**config.mk**
```make
export PLATFORM = sky130hd
export DESIGN_NAME = arb_rr8_decoded
export DESIGN_NICKNAME = d
export VERILOG_FILES = /design/src/rtl/arb_rr8_decoded.sv
export SDC_FILE = /design/constraint.sdc
export NUM_CORES = 1
export LEC_CHECK = 0
export BUFFER_PORTS_ARGS = -buffer_cell sky130_fd_sc_hd__buf_2
export CAP_MARGIN = 20
export CORE_AREA = 2 2 58 60
export DETAILED_ROUTE_END_ITERATION = 7
export DIE_AREA = 0 0 60 62
export PLACE_DENSITY = 0.77
export SYNTH_ARGS = -nofsm -noshare
export SYNTH_HDL_FRONTEND = slang
export SYNTH_SLANG_ARGS = --single-unit
```
**constraint.sdc**
```tcl
create_clock -name clk -period 7.1 [get_ports clk]
set_clock_uncertainty 0.1 [all_clocks]
set_input_delay 1.065 -clock clk [delete_from_list [all_inputs] [get_ports clk]]
set_output_delay 1.065 -clock clk [all_outputs]
set_load 0.05 [all_outputs]
```
**src/rtl/arb_rr8_decoded.sv**
```systemverilog
// arb_rr8_decoded: 8-way round-robin arbiter with registered one-hot grant and owner index.
// Optional hold-time revocation when ARB_TIMEOUT_EN is defined (limit MAX_HOLD cycles).
module arb_rr8_decoded #(
    parameter int MAX_HOLD = 16
) (
    input  logic       clk,
    input  logic       rst_n,
    input  logic       e,
    input  logic [7:0] req,
    input  logic       done,
    output logic [7:0] gnt,
    output logic [2:0] gnt_idx,
    output logic       busy,
    output logic       timeout
);
    typedef enum logic {IDLE, GRANT} state_t;
    state_t     state;
    logic [2:0] ptr;
    logic [2:0] pick;
    logic       rel;
    logic       expire;
    // Scan downward so the last hit is the one closest to ptr.
    always_comb begin
        pick = ptr;
        for (int k = 7; k >= 0; k--)
            if (req[ptr + 3'(k)]) pick = ptr + 3'(k);
    end
    assign rel = done | ~req[gnt_idx];
`ifdef ARB_TIMEOUT_EN
    logic [7:0] cnt;
    assign expire = state == GRANT && cnt == 8'(MAX_HOLD - 1);
    always_ff @(posedge clk or negedge rst_n)
        if (!rst_n) cnt <= 8'd0;
        else cnt <= (state == GRANT) ? cnt + 8'd1 : 8'd0;
`else
    assign expire = 1'b0;
`endif
    always_ff @(posedge clk or negedge rst_n) begin
        if (!rst_n) begin
            state   <= IDLE;
            ptr     <= 3'd0;
            gnt     <= 8'h00;
            gnt_idx <= 3'd0;
            busy    <= 1'b0;
            timeout <= 1'b0;
        end else begin
            timeout <= 1'b0;
            if (state == IDLE) begin
                if (e && |req) begin
                    state   <= GRANT;
                    gnt_idx <= pick;
                    gnt     <= 8'h01 << pick;
                    busy    <= 1'b1;
                end
            end else if (rel || expire) begin
                state   <= IDLE;
                gnt     <= 8'h00;
                busy    <= 1'b0;
                ptr     <= gnt_idx + 3'd1;
                timeout <= expire & ~rel;
            end
        end
    end
endmodule

```
==> summary.md, run 1 <==
| Metric | Value |
|---|---|
| Result of the run | finished clean |
| Antenna Cells | 0 |
| DR pass1 iterations | 4 |
| Critical-path maximum fanout | 19 |
| Total of buffers placed on input and output ports | 23 |
| Starting DRT DRC Count | 58 |
| Number of global-route vias before repair | 1494 |
| Final worst path period share | 0.5615 |
| H-tree depth reported by CTS | 1 |
| Register area share after synthesis | 0.2432 |
| Most instantiated flip-flop cell in the synthesis netlist | sky130_fd_sc_hd__dfrtp_1 |
| Kind of critical path | reg -> reg |
| Number of placement rows | 21 |
| Wire length after detailed routing | 4.385 mm |
| First-pass GRT wire length | 7.327 mm |
| Maximum number of pins on one net before global-route repair | 21 |
| Number of failing hold endpoints at the final stage | 0 |
| Routed length on met3 | 287 um |
| Routed length per instance | 18.66 um |
| Die span in x | 60 um |
| RSZ-0062 raised after global routing | no |
| Share of synthesized flip-flops with an asynchronous set or reset | 1.000 |
| Warnings from Yosys | 0 |
| Aggregate global-route resource usage | 0.2651 |
| Post-synth design cell area | 1647 um2 |
| Number of cells traversed by the worst hold path | 2 |
| Class of the worst hold path | reg -> reg |
| Maximum frequency from static timing analysis | 0.2509 GHz |
| HPWL after detailed placement | 3.226 mm |
| Die Area | 3720 um2 |
| Post-layout net count | 205 |
| Ratio of routed vias to standard cells | 6.447 |
| Number of hold-repair buffers added at the cts stage | 0 |
| Top sig layer | met4 |
| Die boundary height | 62 um |
| Setup repair bufs after CTS | 0 |
| Sinks on Clock Net | 16 |
| Overflow left after global routing | 0 |
| TritonCTS clock tree | done |
| Initial antenna violation count | 0 |
| Core area | 3179 um2 |
| Max cap viols | 0 |
| Worst-case reg-to-reg path depth | 8 |
| Number of buffers between clock root and the deepest sink | 2 |
| Post-detailed-route count of antenna-violating nets | 0 |
| Clock latency on the worst-skew pair | 0.29 ns |
| Share of layout cells above drive strength 1 | 0.2963 |
| Via count | 1515 |
| Detailed-routed wire length on met2 | 2.217 mm |
| Number of setup violations in the final report | 0 |
| Ordered list of cells on the worst path | inv_1 > ha_1 > mux4_2 > mux2_2 > a211oi_1 > a31oi_2 > xnor2_1 > o41ai_1 |
| Metal-1 WL | 1.863 mm |
| Root Buffer | sky130_fd_sc_hd__clkbuf_4 |
| Total negative slack for setup checks | 0 ns |
| Worst path arrival time | 4.07 ns |
| Number of pins with negative max-slew slack in the final report | 0 |
| Most frequent cells in the layout | sky130_fd_sc_hd__nand2_1 (24), sky130_fd_sc_hd__buf_2 (23), sky130_fd_sc_hd__dfrtp_1 (16) |
| Post-detailed-route DRC marker count | 0 |
| Initial core utilization | 0.5179 |
| Most common cell after layout, fill and taps aside | sky130_fd_sc_hd__nand2_1 |
| Worst slew margin relative to its limit | 0.3727 |
| Cells resized by post-CTS repair | 0 |
| Number of primary I/O pins | 25 |
| Actual transition at the worst max-transition pin | 0.9410 ns |
| Synthesized area per cell | 9.573 um2 |
| Clock slew at the register clock pins of the worst setup and hold paths | 0.10 ns |
| Count of flip-flops with a built-in enable after synthesis | 0 |
| Cell count after synthesis | 172 |
| Count of distinct cell types in the synthesized netlist | 48 |
| Endpoint class of the critical path | register |
| Cell with the biggest individual delay on the critical path | sky130_fd_sc_hd__dfrtp_1 |
| Flop and latch count out of synthesis | 16 |
| Num CTS Buffers | 3 |
| Synthesis-to-finish area growth | 9.042% |
| Startpoint types | register |
| Net count of the mapped netlist | 187 |
| Worst EP required | 7.18 ns |
| Shortest clock period the worst path allows after layout | 3.986 ns |
| Routability cong. | 1.034 |
| Highest cell delay on the worst timing path | 0.97 ns |
registers in the layout, summed over array words and instances, names as in the netlist:
name,count
gnt,8
state,1
busy,1
ptr,3
gnt_idx,3
worst max-delay path: cells and delay by family (launching register included):
| family | cells | cell delay, ns |
|---|---|---|
| multiplexers | 2 | 0.81 |
| adder cells (fa/ha/maj) | 1 | 0.61 |
| AO/OA/AOI/OAI | 3 | 0.92 |
| flip-flops | 1 | 0.97 |
| buffers and inverters | 1 | 0.20 |
| XOR/XNOR | 1 | 0.25 |
path summary, 6_finish.rpt:
kind                        start          to  slack, ns
setup reg to reg           ptr[0]      gnt[1]       3.11
hold / removal             gnt[4]      gnt[4]       0.39
max in group asynchronous   rst_n      gnt[4]       6.06
setup / recovery           ptr[0]      gnt[1]       3.11
hold reg to reg            gnt[4]      gnt[4]       0.39
min in group asynchronous   rst_n  gnt_idx[1]       0.57
per-layer routing:
layer	vias to the layer above	GRT usage
li1	698	-
met1	750	0.3525
met2	65	0.4534
met3	2	0.05176
met4	0	0.05397
met5	-	0
cell type report:
type	instances	area (um2)
Fill cell	279	1384
Multi-Input combinational cell	140	1164
Sequential cell	16	400.4
Timing Repair Buffer	23	115.1
Tap cell	46	57.56
Clock buffer	4	36.28
Inverter	6	22.52
synth_stat cells (2+ instances only):
| library cell | count | share of area |
|---|---|---|
| sky130_fd_sc_hd__nand2_1 | 24 | 0.055 |
| sky130_fd_sc_hd__dfrtp_1 | 16 | 0.24 |
| sky130_fd_sc_hd__mux2i_1 | 10 | 0.061 |
| sky130_fd_sc_hd__mux4_2 | 10 | 0.14 |
| sky130_fd_sc_hd__nor2_1 | 10 | 0.023 |
| sky130_fd_sc_hd__mux2_2 | 9 | 0.062 |
| sky130_fd_sc_hd__o21ai_0 | 9 | 0.027 |
| sky130_fd_sc_hd__a21oi_1 | 6 | 0.018 |
| sky130_fd_sc_hd__and2_1 | 5 | 0.019 |
| sky130_fd_sc_hd__inv_1 | 5 | 0.011 |
| sky130_fd_sc_hd__nor3_1 | 5 | 0.015 |
| sky130_fd_sc_hd__a32o_1 | 4 | 0.024 |
| sky130_fd_sc_hd__a211oi_1 | 3 | 0.014 |
| sky130_fd_sc_hd__a31oi_1 | 3 | 0.011 |
| sky130_fd_sc_hd__buf_2 | 3 | 0.0091 |
| sky130_fd_sc_hd__clkbuf_1 | 3 | 0.0068 |
| sky130_fd_sc_hd__ha_1 | 3 | 0.023 |
| sky130_fd_sc_hd__xor2_1 | 3 | 0.016 |
| sky130_fd_sc_hd__a21oi_2 | 2 | 0.011 |
| sky130_fd_sc_hd__a311oi_1 | 2 | 0.011 |
| sky130_fd_sc_hd__buf_6 | 2 | 0.014 |
| sky130_fd_sc_hd__nand3_1 | 2 | 0.0061 |
| sky130_fd_sc_hd__nand3b_1 | 2 | 0.0091 |
| sky130_fd_sc_hd__nor4_1 | 2 | 0.0076 |
| sky130_fd_sc_hd__o21ai_1 | 2 | 0.0061 |
| sky130_fd_sc_hd__o2bb2ai_1 | 2 | 0.011 |
| sky130_fd_sc_hd__o41ai_1 | 2 | 0.011 |
| sky130_fd_sc_hd__o41ai_2 | 2 | 0.020 |
| sky130_fd_sc_hd__xnor2_1 | 2 | 0.011 |
cells by family (layout without fill, tap and decap cells):
logic type | Yosys count | count (layout) | synth area share
AO/OA/AOI/OAI | 49 | 49 | 0.2439
multiplexers | 29 | 29 | 0.2591
buffers and inverters | 16 | 33 | 0.05015
flip-flops | 16 | 16 | 0.2432
XOR/XNOR | 6 | 6 | 0.03648
adder cells (fa/ha/maj) | 3 | 3 | 0.02280
other | 1 | 1 | 0.002277
AND/OR/NAND/NOR | 52 | 52 | 0.1421
metrics by stage:
step             util  hold WS [ns]  instance area [um2]  setup WS, ns  instances
5_1_grt        0.5647        0.4136                 1795         2.786        235
6_report       0.5647        0.3879                 1795         3.114        235
3_5_place_dp   0.5533        0.3638                 1759         3.121        231
3_3_place_gp   0.5533        0.3559                 1759         3.265        231
2_1_floorplan       -        0.3556                 1647         4.030        172
4_1_cts        0.5647        0.3862                 1795         3.116        235
Power of run 1 is left out: the tool's default activity adds up to more than one toggle a clock period on the data nets, which glitch-free logic cannot reach.
==> run 2, diff against run 1 <==
--- a/config.mk
+++ b/config.mk
@@ -5,12 +5,13 @@
 export SDC_FILE = /design/constraint.sdc
 export NUM_CORES = 1
 export LEC_CHECK = 0
+export ABC_AREA = 1
 export BUFFER_PORTS_ARGS = -buffer_cell sky130_fd_sc_hd__buf_2
 export CAP_MARGIN = 20
 export CORE_AREA = 2 2 58 60
 export DETAILED_ROUTE_END_ITERATION = 7
 export DIE_AREA = 0 0 60 62
-export PLACE_DENSITY = 0.77
+export PLACE_DENSITY = 0.73
 export SYNTH_ARGS = -nofsm -noshare
 export SYNTH_HDL_FRONTEND = slang
 export SYNTH_SLANG_ARGS = --single-unit
==> constraint.sdc (replaced) <==
create_clock -name clk -period 3.6 [get_ports clk]
set_clock_uncertainty 0.1 [all_clocks]
set_input_delay 0.54 -clock clk [delete_from_list [all_inputs] [get_ports clk]]
set_output_delay 0.54 -clock clk [all_outputs]
set_load 0.05 [all_outputs]
==> run 2 against run 1 <==
Against the previous run:
- first-iteration DRC count rose by 41%
- synthesized cell count grew 30%
- critical path depth rose by 11
- global-route usage fell by 4.3 points
- wire length fell by 18%
- flip-flop and latch count is the same
- sequential share of layout area is 2.2 points higher
- area after synthesis shrank 11%
- cell area down 9.0%
- worst hold slack worse by 0.35 ns
- count of clock-buffer cells in the layout unchanged
- final cell count is 25% higher
==> summary.md, run 2 <==
| Metric | Value |
|---|---|
| Synth top area cells | sky130_fd_sc_hd__dfrtp_1 (27%), sky130_fd_sc_hd__nand2_1 (20%), sky130_fd_sc_hd__nand3_2 (10%) |
| Synthesis-to-finish area growth | 11.72% |
| Maximum number of pins on one net before global-route repair | 17 (-19%) |
| Die span in x | 60 um (unchanged) |
| Net count of the mapped netlist | 239 (+28%) |
| Post-layout net count | 263 (+28%) |
| TritonCTS clock tree | done |
| Top-area cell type share of the netlist area | 0.2737 (+0.03058) |
| Total negative slack for setup checks | 0 ns (unchanged) |
| Ratio of routed vias to standard cells | 5.048 (-22%) |
| Max cap viols | 0 (unchanged) |
| Aggregate global-route resource usage | 0.2225 (-0.04268) |
| Kind of critical path | reg -> reg |
| Most instantiated flip-flop cell in the synthesis netlist | sky130_fd_sc_hd__dfrtp_1 |
| Clock slew at the register clock pins of the worst setup and hold paths | 0.09 ns (about the same) |
| First-pass GRT wire length | 6.306 mm (-14%) |
| Number of global-route vias before repair | 1442 (-3.5%) |
| Starting DRT DRC Count | 82 (+41%) |
| Overflow left after global routing | 0 (unchanged) |
| Flop and latch count out of synthesis | 16 (unchanged) |
| Maximum frequency from static timing analysis | 0.3732 GHz (+49%) |
| Count of flip-flops with a built-in enable after synthesis | 0 (unchanged) |
| Number of primary I/O pins | 25 (unchanged) |
| Number of pins with negative max-slew slack in the final report | 0 (unchanged) |
| Register area share after synthesis | 0.2737 (+0.03058) |
| HPWL after detailed placement | 2.914 mm (-9.7%) |
| Warnings from Yosys | 0 (unchanged) |
| H-tree depth reported by CTS | 1 (unchanged) |
| Total of buffers placed on input and output ports | 23 (unchanged) |
| Setup repair bufs after CTS | 0 (unchanged) |
| DR pass1 iterations | 4 (unchanged) |
| Routability cong. | 0.9237 (-11%) |
| Result of the run | finished clean |
| Die Area | 3720 um2 (unchanged) |
| Share of layout cells above drive strength 1 | 0.2510 (-0.04528) |
| Cell count after synthesis | 224 (+30%) |
| Sinks on Clock Net | 16 (unchanged) |
| Post-detailed-route DRC marker count | 0 (unchanged) |
| Number of buffers between clock root and the deepest sink | 2 (unchanged) |
| Count of distinct cell types in the synthesized netlist | 25 (-48%) |
| Leading cell types by count after synthesis | sky130_fd_sc_hd__nand2_1 (79), sky130_fd_sc_hd__inv_1 (25), sky130_fd_sc_hd__nand3_1 (25) |
| Wire length after detailed routing | 3.592 mm (-18%) |
| Top reg by flops | gnt |
| Library cell with the highest instance count after synthesis | sky130_fd_sc_hd__nand2_1 |
| Post-synth design cell area | 1463 um2 (-11%) |
| Endpoint class of the critical path | register |
| Synthesized area per cell | 6.530 um2 (-32%) |
| Initial antenna violation count | 0 (unchanged) |
| Die boundary height | 62 um (unchanged) |
| Number of hold-repair buffers added at the cts stage | 0 (unchanged) |
| Final worst path period share | 0.7444 (+0.1829) |
| Post-detailed-route count of antenna-violating nets | 0 (unchanged) |
| Worst path arrival time | 2.77 ns (-1.30 ns) |
| Shortest clock period the worst path allows after layout | 2.680 ns (-1.307 ns) |
| Initial core utilization | 0.4601 (-0.05785) |
| Clock latency on the worst-skew pair | 0.29 ns (about the same) |
| Most frequent cells in the layout | sky130_fd_sc_hd__nand2_1 (79), sky130_fd_sc_hd__inv_1 (25), sky130_fd_sc_hd__nand3_1 (25) |
| Share of synthesized flip-flops with an asynchronous set or reset | 1.000 (unchanged) |
| Number of setup violations in the final report | 0 (unchanged) |
| Leading area contributor after synthesis | sky130_fd_sc_hd__dfrtp_1 |
| Biggest registers after layout | gnt (8), gnt_idx (3), ptr (3) |
| Routed length per instance | 12.26 um (-34%) |
| Antenna Cells | 0 (unchanged) |
| Startpoint types | register |
| Most common cell after layout, fill and taps aside | sky130_fd_sc_hd__nand2_1 |
| Root Buffer | sky130_fd_sc_hd__clkbuf_4 |
| Core area | 3179 um2 (unchanged) |
| Via count | 1479 (-2.4%) |
| Number of placement rows | 21 (unchanged) |
| Worst EP required | 3.69 ns (-3.49 ns) |
| Cells resized by post-CTS repair | 0 (unchanged) |
| Class of the worst hold path | in -> async |
| Critical-path maximum fanout | 13 (-6) |
| Num CTS Buffers | 3 (unchanged) |
| Number of failing hold endpoints at the final stage | 0 (unchanged) |
| Flip-flop count of the largest register after layout | 8 (unchanged) |
| RSZ-0062 raised after global routing | no |
| Fillers | 340 (+22%) |
run 2: cell count changes after synthesis, moves of 9 or more:
cell,before,now
sky130_fd_sc_hd__nand2_2,0,9
sky130_fd_sc_hd__nand3_2,0,15
sky130_fd_sc_hd__mux2_2,9,0
sky130_fd_sc_hd__mux2i_1,10,0
sky130_fd_sc_hd__nand2_1,24,79
sky130_fd_sc_hd__mux4_2,10,0
sky130_fd_sc_hd__nand3_1,2,25
sky130_fd_sc_hd__inv_1,5,25
run 2: layout make-up:
class	count	area, um2	share of cell area
Clock buffer	4	36.28	0.02221
Sequential cell	16	400.4	0.2450
Multi-Input combinational cell	172	898.4	0.5498
Tap cell	46	57.56	0.03522
Inverter	31	118.9	0.07274
Timing Repair Buffer	24	122.6	0.07504
run 2: worst paths after layout:
| check | from | slack, ns | cells past startpoint | endpoint |
|---|---|---|---|---|
| min in group clk | busy | 0.38 | 2 | busy |
| setup reg to reg | ptr[0] | 0.92 | 19 | gnt[6] |
| hold / removal | rst_n | 0.04 | 1 | gnt[5] |
| setup / recovery | ptr[0] | 0.92 | 19 | gnt[6] |
| hold reg to reg | busy | 0.38 | 2 | busy |
| max in group asynchronous | rst_n | 3.10 | 1 | ptr[2] |
run 2: through the flow:
stage | util | area [um2] | hold WS [ns] | cells | setup WS [ns]
2_1_floorplan | - | 1463 | 0.1444 | 224 | 1.419
3_3_place_gp | 0.5026 | 1598 | 0.3529 | 289 | 0.9422
3_5_place_dp | 0.5026 | 1598 | 0.3607 | 289 | 0.9429
4_1_cts | 0.5140 | 1634 | 0.04269 | 293 | 0.9226
5_1_grt | 0.5140 | 1634 | 0.05980 | 293 | 0.5884
6_report | 0.5140 | 1634 | 0.04017 | 293 | 0.9203
run 2: kinds of logic after synthesis:
| group | Yosys count | synth area share |
|---|---|---|
| buf+inv | 36 | 0.1121 |
| compound gates | 25 | 0.09238 |
| other cells | 1 | 0.002564 |
| flops | 16 | 0.2737 |
| xor+xnor | 2 | 0.01711 |
| simple gates | 141 | 0.4765 |
| fa+ha+maj | 3 | 0.02567 |
run 2: critical path: stages, from the launching register on:
cell and delay, ns:
sky130_fd_sc_hd__dfrtp_1 0.58, sky130_fd_sc_hd__inv_2 0.18, sky130_fd_sc_hd__ha_1 0.48, sky130_fd_sc_hd__inv_2 0.13, sky130_fd_sc_hd__nand3_2 0.11, sky130_fd_sc_hd__nand3_2 0.09
sky130_fd_sc_hd__nand2_1 0.07, sky130_fd_sc_hd__nand3_1 0.07, sky130_fd_sc_hd__nand2_1 0.06, sky130_fd_sc_hd__nand2_1 0.05, sky130_fd_sc_hd__nand2_1 0.05, sky130_fd_sc_hd__nand2_1 0.04
sky130_fd_sc_hd__nand2_1 0.05, sky130_fd_sc_hd__nand2_1 0.05, sky130_fd_sc_hd__nand2_1 0.05, sky130_fd_sc_hd__nand2_1 0.08, sky130_fd_sc_hd__nand3_1 0.18, sky130_fd_sc_hd__inv_2 0.05
sky130_fd_sc_hd__nand2_1 0.06, sky130_fd_sc_hd__nand2_1 0.05
run 2: metal layers:
metal | share of wire | GRT usage
met5 | 0 | 0
met4 | 0.026 | 0.09841
met3 | 0.045 | 0.01449
met2 | 0.49 | 0.3804
met1 | 0.44 | 0.2904
Power of run 2 is left out for the same reason.
==> run 3, diff against run 2 <==
==> config.mk (replaced) <==
export PLATFORM = sky130hd
export DESIGN_NAME = arb_rr8_decoded
export DESIGN_NICKNAME = d
export VERILOG_FILES = /design/src/rtl/arb_rr8_decoded.sv
export SDC_FILE = /design/constraint.sdc
export NUM_CORES = 1
export LEC_CHECK = 0
export ABC_AREA = 0
export BUFFER_PORTS_ARGS = -buffer_cell sky130_fd_sc_hd__buf_2
export CAP_MARGIN = 20
export CORE_AREA = 2 2 60 62
export DETAILED_ROUTE_END_ITERATION = 7
export DIE_AREA = 0 0 62 64
export PLACE_DENSITY = 0.75
export SYNTH_ARGS = -nofsm -noshare
export SYNTH_HDL_FRONTEND = slang
export SYNTH_SLANG_ARGS = --single-unit
==> constraint.sdc (replaced) <==
create_clock -name clk -period 2.4 [get_ports clk]
set_clock_uncertainty 0.1 [all_clocks]
set_input_delay 0.36 -clock clk [delete_from_list [all_inputs] [get_ports clk]]
set_output_delay 0.36 -clock clk [all_outputs]
set_load 0.05 [all_outputs]
==> run 3 against run 2 <==
Against the previous run:
- count of clock-buffer cells in the layout is 1 lower
- largest cell class unchanged
- the flow now finishes with violations (negative setup slack)
- global-route usage is 9.4 points higher
- first-iteration DRC count rose by 110%
- non-clock buffer count rose by 60
==> summary.md, run 3 (synthesis results as in run 1) <==
| Metric | Value |
|---|---|
| Routability cong. | 0.8965 (-2.9%) |
| Most common cell after layout, fill and taps aside | sky130_fd_sc_hd__buf_4 |
| Synthesis-to-finish area growth | 54.94% |
| Post-detailed-route DRC marker count | 0 (unchanged) |
| H-tree depth reported by CTS | 1 (unchanged) |
| Initial core utilization | 0.5013 (+0.04128) |
| Placement Cell Area | 2202 um2 (+38%) |
| Maximum number of pins on one net before global-route repair | 17 (unchanged) |
| HPWL after detailed placement | 3.922 mm (+35%) |
| Die Area | 3968 um2 (+6.7%) |
| Violations in the final reports | negative setup slack |
| First-pass GRT wire length | 9.328 mm (+48%) |
| Top reg by flops | gnt |
| Antenna Cells | 0 (unchanged) |
| Die boundary height | 64 um (+3.2%) |
| Initial antenna violation count | 0 (unchanged) |
| Post-detailed-route count of antenna-violating nets | 0 (unchanged) |
| Clock slew at the register clock pins of the worst setup and hold paths | 0.10 ns (about the same) |
| Ratio of routed vias to standard cells | 6.498 (+29%) |
| Placed cells | 283 (-2.1%) |
| Fillers | 203 (-40%) |
| Number of standard cells in the final layout excluding fillers | 295 (+0.68%) |
| TritonCTS clock tree | done |
| Kind of critical path | reg -> reg |
| Fin worst setup slack | -0.7763 ns (-1.697 ns) |
| Number of failing hold endpoints at the final stage | 0 (unchanged) |
| Worst path arrival time | 3.25 ns (+0.48 ns) |
| Number of setup violations in the final report | 11 (+11) |
| Worst EP required | 2.47 ns (-1.22 ns) |
| Post-layout net count | 266 (+1.1%) |
| Number of global-route vias before repair | 1851 (+28%) |
| Starting DRT DRC Count | 172 (+110%) |
| Aggregate global-route resource usage | 0.3166 (+0.09409) |
| Routed length per instance | 22.24 um (+81%) |
| DR pass1 iterations | 4 (unchanged) |
| Max cap viols | 0 (unchanged) |
| Flip-flop count of the largest register after layout | 8 (unchanged) |
| Number of primary I/O pins | 25 (unchanged) |
| Result of the run | complete, but fails checks |
| Class of the worst hold path | in -> reg |
| Die span in x | 62 um (+3.3%) |
| RSZ-0062 raised after global routing | yes |
| Number of pins with negative max-slew slack in the final report | 0 (unchanged) |
| Startpoint types | register |
| Overflow left after global routing | 0 (unchanged) |
| Shortest clock period the worst path allows after layout | 3.176 ns (+0.4965 ns) |
| Post-route cell area | 2551 um2 (+56%) |
| Critical-path maximum fanout | 8 (-5) |
| Sinks on Clock Net | 16 (unchanged) |
| Total of buffers placed on input and output ports | 23 (unchanged) |
| Core area | 3284 um2 (+3.3%) |
| Root Buffer | sky130_fd_sc_hd__clkbuf_4 |
| Wire length after detailed routing | 6.562 mm (+83%) |
| Number of placement rows | 21 (unchanged) |
| Most frequent cells in the layout | sky130_fd_sc_hd__buf_4 (57), sky130_fd_sc_hd__buf_2 (23), sky130_fd_sc_hd__nand2_1 (21) |
| Share of layout cells above drive strength 1 | 0.5984 (+0.3474) |
| Biggest registers after layout | gnt (8), gnt_idx (3), ptr (3) |
| Clock latency on the worst-skew pair | 0.29 ns (about the same) |
| Number of buffers between clock root and the deepest sink | 2 (unchanged) |
| Num CTS Buffers | 3 (unchanged) |
| Final worst path period share | 1.323 (+0.5791) |
| Maximum frequency from static timing analysis | 0.3148 GHz (-16%) |
| Endpoint class of the critical path | register |
| Via count | 1917 (+30%) |
-- run 3: final cells by class --
class | instances | area, um2 | share of cell area
flip-flops and latches | 16 | 401.6 | 0.1574
multi-input cells | 140 | 1441 | 0.5650
well taps | 46 | 57.56 | 0.02256
repair buffers | 84 | 595.6 | 0.2334
inverters | 6 | 32.53 | 0.01275
clock buffers | 3 | 22.52 | 0.008828
-- run 3: layer usage --
metal,part of all wire,GRT usage,wire length [um]
met5,0,0,0
met4,0.053,0.1197,345
met3,0.080,0.06883,524
met2,0.51,0.5013,3355
met1,0.36,0.4142,2337
-- run 3: stage by stage --
step	setup WS [ns]	util	hold WS [ns]	TNS, ns
5_1_grt	-0.8002	0.7768	0.2622	-6.958
3_3_place_gp	-0.4789	0.6705	0.1728	-4.208
6_report	-0.7763	0.7768	0.2416	-6.465
2_1_floorplan	-0.3967	-	-0.03559	-3.907
4_1_cts	-0.4140	0.7211	0.2358	-3.977
3_5_place_dp	-0.5424	0.6705	0.1878	-4.905
-- run 3: timing repair --
action	4_1_cts	5_1_grt
hold buffers	1	0
pin swaps	15	20
endpoints found under the hold margin	16	0
endpoints found under the setup margin	11	11
setup buffers	5	3
gates resized for setup	20	30
gates cloned	0	0
-- run 3: worst max-delay path: stages (launching register included) --
cell	delay, ns
sky130_fd_sc_hd__dfrtp_1	0.44
sky130_fd_sc_hd__clkinvlp_4	0.16
sky130_fd_sc_hd__ha_4	0.33
sky130_fd_sc_hd__buf_4	0.12
sky130_fd_sc_hd__buf_4	0.18
sky130_fd_sc_hd__nand2_1	0.11
sky130_fd_sc_hd__o21ai_1	0.16
sky130_fd_sc_hd__nor2_1	0.16
sky130_fd_sc_hd__a211oi_4	0.39
sky130_fd_sc_hd__a31oi_4	0.18
sky130_fd_sc_hd__xnor2_1	0.17
sky130_fd_sc_hd__buf_4	0.18
sky130_fd_sc_hd__o41ai_2	0.38
-- run 3: final timing paths --
| check | startpoint | to | slack, ns | cells after the start |
|---|---|---|---|---|
| setup / recovery | ptr[1] | gnt[1] | -0.78 | 12 |
| hold / removal | done | state | 0.24 | 4 |
| setup reg to reg | ptr[1] | gnt[1] | -0.78 | 12 |
| hold reg to reg | busy | busy | 0.39 | 2 |
| max in group asynchronous | rst_n | ptr[0] | 1.49 | 2 |
| min in group asynchronous | rst_n | gnt[4] | 0.41 | 2 |
Power of run 3 is left out for the same reason.
